$ cat src/rtl/vga_timing_pkg.sv
`default_nettype none
// ============================================================================
//  Module   : vga_timing_pkg
//  Purpose  : 1280x1024 VGA timing constants and capture FSM state encoding,
//             shared between the capture block and the VGA generator.
//  Revision : 1.0  initial release
// ============================================================================
package vga_timing_pkg;

   // Horizontal timing in pixel strobes
   localparam int HD     = 1280;
   localparam int HF     = 48;
   localparam int HR     = 112;
   localparam int HB     = 248;
   localparam int HTOTAL = HD + HF + HR + HB;

   // Vertical timing in lines
   localparam int VD     = 1024;
   localparam int VF     = 1;
   localparam int VR     = 3;
   localparam int VB     = 38;
   localparam int VTOTAL = VD + VF + VR + VB;

   // Counters restart at the sync rising edge, so the active window begins
   // after the sync pulse and back porch.
   localparam int HSTART = HR + HB;
   localparam int VSTART = VR + VB;

   // Minimum R+G+B sum that maps to a white pixel
   localparam int THRESH = 23;

   typedef enum logic [1:0] {
      ST_UNLOCKED = 2'd0,
      ST_CHECK    = 2'd1,
      ST_LOCKED   = 2'd2
   } state_t;

endpackage
`default_nettype wire

$ cat src/rtl/vga_sync_edge.sv
`default_nettype none
// ============================================================================
//  Module   : vga_sync_edge
//  Purpose  : Strobe-qualified sampler and rising-edge detector for one
//             sync signal. The edge is reported in the strobe cycle itself.
//  Revision : 1.0  initial release
// ============================================================================
module vga_sync_edge (
   input  logic clk,
   input  logic rst,
   input  logic en,
   input  logic sync_in,
   output logic rise
);

   logic prev;

   // Remember the level seen at the previous pixel strobe
   always_ff @(posedge clk) begin
      if (rst) begin
         prev <= 1'b0;
      end else if (en) begin
         prev <= sync_in;
      end
   end

   assign rise = en & sync_in & ~prev;

endmodule
`default_nettype wire

$ cat src/rtl/vga_capture.sv
`default_nettype none
// ============================================================================
//  Module   : vga_capture
//  Purpose  : Locks onto an incoming VGA stream, checks line/frame timing,
//             and emits thresholded 1-bit framebuffer writes for active
//             pixels while locked.
//  Revision : 1.0  initial release
// ============================================================================
module vga_capture
   import vga_timing_pkg::*;
#(
   parameter int HD     = vga_timing_pkg::HD,
   parameter int VD     = vga_timing_pkg::VD,
   parameter int HTOTAL = vga_timing_pkg::HTOTAL,
   parameter int VTOTAL = vga_timing_pkg::VTOTAL,
   parameter int HSTART = vga_timing_pkg::HSTART,
   parameter int VSTART = vga_timing_pkg::VSTART,
   parameter int THRESH = vga_timing_pkg::THRESH
) (
   input  logic        clk100mhz_i,
   input  logic        rst_i,
   input  logic        pixel_en_i,
   input  logic        VGA_HS_i,
   input  logic        VGA_VS_i,
   input  logic [11:0] RGB_i,
   input  logic        capture_en_i,
   output logic [10:0] addr_x_o,
   output logic [10:0] addr_y_o,
   output logic        color_o,
   output logic        we_o,
   output logic        locked_o,
   output logic        frame_start_o
);

   localparam logic [10:0] CNT_MAX = 11'h7FF;
   localparam logic [11:0] H_TOTAL = 12'(HTOTAL);
   localparam logic [11:0] V_TOTAL = 12'(VTOTAL);
   localparam logic [10:0] H_FIRST = 11'(HSTART);
   localparam logic [10:0] H_END   = 11'(HSTART + HD);
   localparam logic [10:0] V_FIRST = 11'(VSTART);
   localparam logic [10:0] V_END   = 11'(VSTART + VD);
   localparam logic [5:0]  LUM_MIN = 6'(THRESH);

   logic        hs_rise;
   logic        vs_rise;
   logic [10:0] hcnt;          // position of the most recent strobed pixel
   logic [10:0] vcnt;
   logic        line_err_seen; // a bad line occurred since the last VS edge
   logic        line_err;
   logic        frame_err;
   logic        saturated;
   state_t      state;
   state_t      state_n;
   logic [11:0] rgb_q;
   logic        wr_q;          // strobe qualified by lock and capture enable
   logic        fs_q;
   logic        active;
   logic [5:0]  lum;

   vga_sync_edge u_hs_edge (
      .clk     (clk100mhz_i),
      .rst     (rst_i),
      .en      (pixel_en_i),
      .sync_in (VGA_HS_i),
      .rise    (hs_rise)
   );

   vga_sync_edge u_vs_edge (
      .clk     (clk100mhz_i),
      .rst     (rst_i),
      .en      (pixel_en_i),
      .sync_in (VGA_VS_i),
      .rise    (vs_rise)
   );

   // Checks use the counter values from before the edge reloads them
   assign line_err  = hs_rise && (({1'b0, hcnt} + 12'd1) != H_TOTAL);
   assign frame_err = (({1'b0, vcnt} + 12'd1) != V_TOTAL) || line_err_seen || line_err;
   assign saturated = (hcnt == CNT_MAX) || (vcnt == CNT_MAX);

   // Pixel position counters and per-frame line-error history
   always_ff @(posedge clk100mhz_i) begin
      if (rst_i) begin
         hcnt          <= '0;
         vcnt          <= '0;
         line_err_seen <= 1'b0;
      end else if (pixel_en_i) begin
         if (hs_rise) begin
            hcnt <= '0;
         end else if (hcnt != CNT_MAX) begin
            hcnt <= hcnt + 11'd1;
         end
         // VS edge wins over a coincident HS edge for the line counter
         if (vs_rise) begin
            vcnt <= '0;
         end else if (hs_rise && (vcnt != CNT_MAX)) begin
            vcnt <= vcnt + 11'd1;
         end
         if (vs_rise) begin
            line_err_seen <= 1'b0;
         end else if (line_err) begin
            line_err_seen <= 1'b1;
         end
      end
   end

   // Lock state register and its registered status output
   always_ff @(posedge clk100mhz_i) begin
      if (rst_i) begin
         state    <= ST_UNLOCKED;
         locked_o <= 1'b0;
      end else begin
         state    <= state_n;
         locked_o <= (state_n == ST_LOCKED);
      end
   end

   // Lock acquisition: one VS edge to start measuring, one clean frame to lock
   always_comb begin
      state_n = state;
      case (state)
         ST_UNLOCKED: begin
            if (vs_rise) state_n = ST_CHECK;
         end
         ST_CHECK: begin
            if (vs_rise && !frame_err) state_n = ST_LOCKED;
         end
         ST_LOCKED: begin
            if (line_err || saturated || (vs_rise && frame_err)) state_n = ST_UNLOCKED;
         end
         default: state_n = ST_UNLOCKED;
      endcase
   end

   // First pipeline stage: capture colour and write/frame-start qualifiers
   always_ff @(posedge clk100mhz_i) begin
      if (rst_i) begin
         rgb_q <= '0;
         wr_q  <= 1'b0;
         fs_q  <= 1'b0;
      end else begin
         wr_q <= pixel_en_i && capture_en_i && (state == ST_LOCKED);
         fs_q <= vs_rise && (state_n == ST_LOCKED);
         if (pixel_en_i) rgb_q <= RGB_i;
      end
   end

   assign active = (hcnt >= H_FIRST) && (hcnt < H_END) &&
                   (vcnt >= V_FIRST) && (vcnt < V_END);
   assign lum    = {2'b00, rgb_q[11:8]} + {2'b00, rgb_q[7:4]} + {2'b00, rgb_q[3:0]};

   // Second pipeline stage: framebuffer write; address/colour hold between writes
   always_ff @(posedge clk100mhz_i) begin
      if (rst_i) begin
         we_o          <= 1'b0;
         frame_start_o <= 1'b0;
         addr_x_o      <= '0;
         addr_y_o      <= '0;
         color_o       <= 1'b0;
      end else begin
         we_o          <= wr_q && active;
         frame_start_o <= fs_q;
         if (wr_q && active) begin
            addr_x_o <= hcnt - H_FIRST;
            addr_y_o <= vcnt - V_FIRST;
            color_o  <= (lum >= LUM_MIN);
         end
      end
   end

endmodule
`default_nettype wire

$ cat config.mk
export PLATFORM = sky130hd
export DESIGN_NAME = vga_capture
export DESIGN_NICKNAME = d
export VERILOG_FILES = /design/src/rtl/vga_timing_pkg.sv /design/src/rtl/vga_sync_edge.sv /design/src/rtl/vga_capture.sv
export SDC_FILE = /design/constraint.sdc
export NUM_CORES = 1
export LEC_CHECK = 0
export CORE_MARGIN = 5
export CORE_UTILIZATION = 57
export CTS_CLUSTER_DIAMETER = 120
export DETAILED_ROUTE_END_ITERATION = 10
export DONT_BUFFER_PORTS = 1
export GPL_TIMING_DRIVEN = 0
export HOLD_SLACK_MARGIN = 0.05
export PLACE_DENSITY = 0.76
export SYNTH_ARGS = -nofsm -noshare
export SYNTH_HDL_FRONTEND = slang
export SYNTH_SLANG_ARGS = --single-unit
$ cat constraint.sdc
create_clock -name clk100mhz_i -period 2.3 [get_ports clk100mhz_i]
set_input_delay 0.23 -clock clk100mhz_i [delete_from_list [all_inputs] [get_ports clk100mhz_i]]
set_output_delay 0.23 -clock clk100mhz_i [all_outputs]
set_load 0.005 [all_outputs]
---- Word-level counts from Yosys, hierarchy flattened ----
Cells that the tools add are included.
word-level totals
  logic and storage cells ................. 77
  input bits .............................. 18
  memories kept ........................... 0
  memory bits (read-only) ................. 0
  register bits after elaboration ......... 67
  latch bits .............................. 0
  RAM bits ................................ 0
  output and inout port bits .............. 26
cells by class
  muxes and demuxes ....................... 10
  equality and inequality tests ........... 9
  $mul .................................... 0
  bitwise logic cells ..................... 6
  shifts and indexed selects .............. 0
  $lt $le $gt $ge ......................... 5
  add/sub/neg operators ................... 8
  div/mod/pow operators ................... 0
  reduce and logical (&&, ||, !) cells .... 24
operators with widths
  operator                 count
  $mux W11                 4
  $add A11 B1 Y12 const B  2
  $ne A12 B11 Y1 const B   2
  $add A11 B1 Y11 const B  2
  $eq A11 B11 Y1 const B   2
  $lt A11 B11 Y1 const B   2
  $ne A11 B11 Y1 const B   2
  $ge A11 B6 Y1 const B    1
  $ge A11 B9 Y1 const B    1
  $logic_and A1 B1 Y1      11
  $sub A11 B6 Y11 const B  1
  $sub A11 B9 Y11 const B  1
  $add A5 B4 Y6            1
  $ge A6 B5 Y1 const B     1
  $mux W2                  3
  $pmux W2 S3              1
  $reduce_and A2 Y1        3
  $reduce_bool A2 Y1       3
  $add A4 B4 Y5            1
  $logic_or A1 B1 Y1       5
  $and A1 B1 Y1            4
  $eq A2 B2 Y1 const B     2
  $eq A2 B1 Y1 const B     1
  $logic_not A2 Y1         1
  other kinds (3)          5

---- Longest topological paths before layout ----
Gate-level depths: netlist of run 1.
  word-level depth ........................ 10
  gate-level depth with buffers ........... 10
  gate-level depth less buffers ........... 10

---- By module ----
From an unflattened synthesis of run 1, not the netlist that was laid out.
unflattened totals
  cells, all modules ...................... 430
  area total of the unflattened synthesis .. 3681.0 um2
modules (own cells, without submodules)
  module         cells an instance  seq. area each (um2)  area an instance (um2)  instances
  vga_capture    420                1301.2                3595.9                  1
  vga_sync_edge  5                  20.0                  42.5                    2

---- Worst setup path after synthesis of run 1 ----
No wires, ideal clock.
  path kind ............................... flip-flop to flip-flop
  start ................................... reg rgb_q[1]
  end ..................................... reg color_o
  path buffers ............................ 0
  clock period less this slack ............ 2242 ps
  cell stages (with the launch flop) ...... 11
  data required time ...................... 2229 ps
  path slack .............................. 58 ps
  arrival ................................. 2171 ps
  setup time .............................. 71 ps
  path through ............................ dfxtp_1 -> fa_1 -> ha_1 -> inv_1 -> fa_1 -> nand3b_1 -> a21oi_1 -> o21ai_0 -> o21ai_0 -> nand3_1 -> a21oi_1
on the way
  word-level cells in the longest chain between the ends .. 2
RTL lines
  what                      line                source
  start: declaration        vga_capture.sv:54   logic [11:0] rgb_q;
  start signal: assignment  vga_capture.sv:144  if (pixel_en_i) rgb_q <= RGB_i;
  $add A5 B4 Y6             vga_capture.sv:150  assign lum = {2'b00, rgb_q[11:8]} + {2'b00, rgb_q[7:4]} + {2'b00, rgb_q[3:0]};
  $ge A6 B5 Y1              vga_capture.sv:166  color_o <= (lum >= LUM_MIN);
  end signal: assignment    vga_capture.sv:166
  end: declaration          vga_capture.sv:29   output logic color_o,
No other way between the ends.
A chain may end at the register's enable or synchronous reset.

---- Worst setup path after layout of run 1 ----
  start ................................... reg rgb_q[5]
  end ..................................... reg color_o
on the way
  word-level cells in the longest chain between the ends .. 3
RTL lines
  what           line
  $add A4 B4 Y5  vga_capture.sv:150
  $add A5 B4 Y6  vga_capture.sv:150
  $ge A6 B5 Y1   vga_capture.sv:166
No other way between the ends.

==> run_results.csv, run 1 <==
group,metric,value,unit
global_routing,grt_pass1_wl,13600,um
status,violations,"setup timing",
timing,fin_crit_sh,1.07,
cells_and_area,syn_to_final_growth,16.1,%
cells_and_area,drive_gt1_frac,0.178,
global_routing,grt_usage,0.219,
setup_path,critPathArrivalTime,2.73,ns
timing,slew_headroom,0.575,
logic_synthesis,synth_top_area_cell,"dfxtp_1",
clocking,path_clk_slew,0.07,ns
logic_synthesis,synth_edf_count,0,
setup_path,start_kind,"register",
setup_path,crit_required,2.57,ns
routing,viasPerCell,5.74,
logic_synthesis,synth_ff_type,"dfxtp_1",
floorplanning,start_util,0.576,
global_routing,grt_pass1_vias,2938,
cells_and_area,antennaDiodeCount,0,
worst_hold_path,hp-class,"in -> reg",
cells_and_area,fillers,491,
clocking,clk_latency,0.34,ns
setup_path,path_delay_family,"adder cells",
logic_synthesis,yosysUniqueCellTypes,55,
global_routing,antenna_found_initial,0,
timing,fin_tns_setup,-0.153,ns
setup_path,worstSetupEndpointType,"register",
setup_path,slowest_stage,"fa_1",
setup_path,cp.buffers_inverters,1,
logic_synthesis,ys_async_sr_fraction,0,
timing,worst_pin_slew,0.637,ns
timing,setup_viol,1,
timing,min_period,2.45,ns
job,maxCapViolations,0,
floorplanning,num_io_pins,44,
clocking,numCtsBuffers,9,
logic_synthesis,yosysTopAreaCellShare,0.373,
floorplanning,core_area,6240,um2
routing,wl_per_cell,15.9,um
routing,drc,0,
setup_path,cp_slowest_stage_delay,0.54,ns
routing,num_vias,2983,
routing,drt_iter0_markers,190,
timing,hold_viol,0,
logic_synthesis,ys_seq_area_frac,0.373,
logic_synthesis,syn_inst,405,
place,placed_cells,482,
global_routing,gr-total-overflow,0,
clocking,root_buffer,"clkbuf_8",
pwr,peakVddDrop,0.000410,V
floorplanning,die_area,8000,um2
status,outcome,"finished with violations",
setup_path,crit_type,"reg -> reg",
timing,rsz0062_at_grt,"true",
timing,maxSlewViolCount,0,
timing,setup_slack,-0.153,ns
routing,antenna_left,0,
place,place.gp.congestion,0.909,
routing,routed_wl,8270,um
global_routing,grt_max_degree,11,
cells_and_area,fin_util,0.669,
routing,firstDrtPassIters,4,
logic_synthesis,ys_ff_latch,67,
logic_synthesis,synth_top_cells_by_area,"dfxtp_1 (37%), mux2i_1 (7.2%), nor2_1 (6.8%)",
clocking,clock-sinks,67,
place,io_buffers,0,
logic_synthesis,synth_common_cells,"dfxtp_1 (67), nor2_1 (65), mux2i_1 (26)",
place,hpwlAfterDp,5690,um
floorplanning,fp-row-count,29,
cells_and_area,layout.cells.non_filler,520,
logic_synthesis,syn_avg_cell_area,8.88,um2
clocking,cts_tree,"done",
floorplanning,die_x,89.4,um
timing,whs,0.0587,ns
pwr,leakagePower,1.61,nW
pwr,finalPower,2.36,mW
cells_and_area,nets,473,
pwr,pwr_density_cell,565,nW/um2
clocking,cts_max_level,3,
logic_synthesis,yosys_warnings,0,
timing,finalClockSkew,0.00442,ns
clocking,clockBufferDepth,2,
setup_path,cp_cell_sequence,"fa_1 > ha_2 > inv_2 > fa_1 > nand3b_1 > a21oi_2 > o21ai_1 > o21ai_1 > nand3_2 > a21oi_2",
logic_synthesis,netlist_area,3600,um2
floorplanning,die_h,89.4,um
logic_synthesis,synth.most_common_cell,"dfxtp_1",
logic_synthesis,synthesis.nets,440,
setup_path,crit_fanout,3,
timing,fmax,408,MHz
==> cells by family (layout without fill, tap and decap cells) <==
group                      Yosys count  count (layout)  synth area share
AOI/OAI and AO/OA                   67              67             0.144
xor gates and xnor gates            24              24            0.0585
DFF                                 67              67             0.373
adders and majority gates           17              17            0.0696
muxes                               27              27            0.0755
and+or+nand+nor                    159             159             0.222
buffers and inverters               44              82            0.0581
==> report_power, final <==
group / switching, mW / internal, mW / total [mW]
Sequential: 0.0191 / 1.18 / 1.20
Combinational: 0.113 / 0.0839 / 0.196
Clock: 0.434 / 0.531 / 0.965
Total: 0.566 / 1.80 / 2.36
==> cell type report <==
cell class                      instances  area (um2)  share of cell area
Tap cell                               77        96.3              0.0231
Multi-Input combinational cell        294        2120               0.507
Buffer                                 28         160              0.0383
Clock buffer                           14         153              0.0365
Clock inverter                          2        35.0             0.00839
Inverter                               15        56.3              0.0135
Sequential cell                        67        1360               0.326
Timing Repair Buffer                   23         198              0.0473
==> flip-flops by register name, summed over array words and instances, names as in the netlist, 2 cells and up <==
name and flops:
hcnt 11, addr_x_o 11, vcnt 11, state 2, rgb_q 12, addr_y_o 11
==> layout by cell type (no fill, tap or decap), types with 10 or more instances in the layout <==
master	count
buf_4	16
clkbuf_1	12
xor2_1	13
nand2b_1	10
nand2_1	24
dfxtp_1	60
inv_1	12
dlygate4sd3_1	10
nand3_1	15
a21oi_1	14
mux2i_1	25
nor2_1	63
clkbuf_8	10
xnor2_1	11
==> worst reg2reg max path, stage by stage (launching register included) <==
cell and delay, ns:
dfxtp_2 0.33, fa_1 0.54, ha_2 0.19, inv_2 0.04
fa_1 0.43, nand3b_1 0.23, a21oi_2 0.15, o21ai_1 0.07
o21ai_1 0.17, nand3_2 0.13, a21oi_2 0.12
==> timing repair <==
| action | in CTS | in global routing |
|---|---|---|
| hold buffers | 10 | 0 |
| endpoints found under the setup margin | 30 | 33 |
| pin swaps | 8 | 6 |
| setup buffers | 3 | 10 |
| endpoints found under the hold margin | 10 | 0 |
| gates resized for setup | 20 | 17 |
| gates cloned | 0 | 0 |
==> metrics by stage <==
stage	setup slack [ns]	area (um2)
floorplan	0.0575	3600
global placement	-0.147	3690
detailed placement	-0.191	3690
CTS	-0.133	4030
global route	-0.267	4180
finish	-0.153	4180
==> worst paths after layout <==
check	from	endpoint	slack, ns	cells after the start
min	RGB_i[10]	rgb_q[10]	0.06	2
max reg2reg	rgb_q[5]	color_o	-0.15	10
min reg2reg	fs_q	frame_start_o	0.48	1
max	rgb_q[5]	color_o	-0.15	10
==> per-layer routing <==
metal  share of wire  global-route usage
met1            0.44               0.276
met2            0.46               0.353
met3           0.077              0.0737
met4           0.018              0.0717
met5               0                   0
(Power assumes the default switching activity.)
==> run 2: changes to the inputs <==
--- a/config.mk
+++ b/config.mk
@@ -5,6 +5,7 @@
 export SDC_FILE = /design/constraint.sdc
 export NUM_CORES = 1
 export LEC_CHECK = 0
+export CORE_ASPECT_RATIO = 0.6
 export CORE_MARGIN = 5
 export CORE_UTILIZATION = 57
 export CTS_CLUSTER_DIAMETER = 120
==> run 2 against run 1 <==
  * The flow still finishes with violations (setup timing)
  * Die area up 0.66%
  * Via count up 3.0%
  * Hold slack better by 0.016 ns
  * Wire length up 6.0%
  * Largest cell class unchanged
==> run_results.csv, run 2 (synthesis gave the netlist of run 1 again) <==
group,metric,value,unit
status,outcome,"finished with violations",
status,violations,"setup timing",
routing,drt_iter0_markers,213,
setup_path,critPathArrivalTime,2.78,ns
cells_and_area,layout.cells.non_filler,532,
cells_and_area,fillers,478,
timing,hold_viol,0,
place,place.gp.congestion,0.909,
setup_path,crit_type,"reg -> reg",
floorplanning,core_area,6110,um2
global_routing,grt_usage,0.219,
routing,num_vias,3073,
cells_and_area,drive_gt1_frac,0.183,
cells_and_area,antennaDiodeCount,0,
timing,finalClockSkew,0.0118,ns
setup_path,worstSetupEndpointType,"register",
routing,firstDrtPassIters,5,
global_routing,grt_pass1_vias,2832,
cells_and_area,nets,478,
setup_path,start_kind,"register",
global_routing,gr-total-overflow,0,
routing,drc,0,
floorplanning,fp-row-count,22,
cells_and_area,final_cell_mix,"nor2_1 (62), dfxtp_1 (61), mux2i_1 (26), nand2_1 (24)",
timing,rsz0062_at_grt,"true",
clocking,clockBufferDepth,2,
routing,viasPerCell,5.78,
pwr,finalPower,2.43,mW
pwr,leakagePower,1.65,nW
pwr,pwr_density_cell,573,nW/um2
setup_path,crit_required,2.58,ns
global_routing,antenna_found_initial,0,
place,hpwlAfterDp,5930,um
floorplanning,num_io_pins,44,
timing,slew_headroom,0.543,
clocking,root_buffer,"clkbuf_8",
timing,fmax,399,MHz
routing,wl_per_cell,16.5,um
setup_path,crit_fanout,3,
timing,fin_crit_sh,1.09,
timing,maxSlewViolCount,0,
floorplanning,die_area,8050,um2
timing,setup_slack,-0.205,ns
timing,worst_pin_slew,0.685,ns
floorplanning,die_h,71.5,um
floorplanning,die_x,113,um
timing,min_period,2.50,ns
clocking,numCtsBuffers,9,
pwr,peakVddDrop,0.000450,V
cells_and_area,top_register,"rgb_q",
clocking,cts_max_level,3,
place,placed_cells,489,
routing,antenna_left,0,
place,io_buffers,0,
floorplanning,start_util,0.588,
clocking,clock-sinks,67,
clocking,clk_latency,0.34,ns
timing,fin_tns_setup,-0.205,ns
global_routing,grt_pass1_wl,14300,um
routing,routed_wl,8760,um
timing,setup_viol,1,
global_routing,grt_max_degree,12,
clocking,cts_tree,"done",
cells_and_area,largest_register_ffs,12,
clocking,path_clk_slew,0.08,ns
cells_and_area,syn_to_final_growth,18.1,%
job,maxCapViolations,0,
worst_hold_path,hp-class,"in -> reg",
cells_and_area,layout_commonest_cell,"nor2_1",
## run 2: cell type report
type / instances / area, um2 / area share
Buffer: 28 / 165 / 0.0389
Clock buffer: 12 / 165 / 0.0389
Sequential cell: 67 / 1360 / 0.320
Inverter: 15 / 58.8 / 0.0138
Timing Repair Buffer: 28 / 245 / 0.0577
Clock inverter: 4 / 47.5 / 0.0112
Tap cell: 84 / 105 / 0.0247
Multi-Input combinational cell: 294 / 2100 / 0.495
## run 2: metrics by stage
stage	utilization	hold WS (ns)	setup slack, ns	instance area [um2]
2_1_floorplan	-	0.377	0.0575	3600
6_report	0.695	0.0750	-0.205	4250
3_3_place_gp	0.606	0.381	-0.158	3700
4_1_cts	0.670	0.0502	-0.157	4100
3_5_place_dp	0.606	0.389	-0.219	3700
5_1_grt	0.695	0.0653	-0.358	4250
## run 2: routing by layer
metal / vias up / wire length [um] / track usage
met1: 1452 / 4220 / 0.319
met5: - / 0 / 0
li1: 1486 / - / -
met3: 14 / 856 / 0.0692
met4: 0 / 91 / 0.0587
met2: 121 / 3600 / 0.314
## run 2: repair_timing
action	4_1_cts	5_1_grt
hold endpoints to repair	14	0
pin swaps	7	8
hold buffers	14	0
endpoints found under the setup margin	34	30
resized for setup	18	18
setup buffers	2	12
## run 2: path summary, 6_finish.rpt
path	start	to	slack (ns)	cells after the start
worst min-delay path	RGB_i[2]	rgb_q[2]	0.07	2
worst max register to register	rgb_q[1]	color_o	-0.20	10
worst max-delay path	rgb_q[1]	color_o	-0.20	10
worst min register to register	fs_q	frame_start_o	0.47	1
## run 2: worst max-delay path, cell delays in order, from the launching register on
cell and delay, ns:
dfxtp_2 0.34, fa_1 0.54, ha_2 0.19, inv_2 0.04, fa_1 0.42, nand3b_1 0.22, a21oi_1 0.16, o21ai_1 0.07
o21ai_1 0.15, nand3_1 0.17, a21oi_1 0.15
## run 2: power breakdown
| part | leakage [nW] | internal (mW) | switching, mW |
|---|---|---|---|
| Sequential | 0.547 | 1.18 | 0.0214 |
| Clock | 0.108 | 0.586 | 0.448 |
| Combinational | 0.996 | 0.0885 | 0.112 |
| Total | 1.65 | 1.85 | 0.581 |
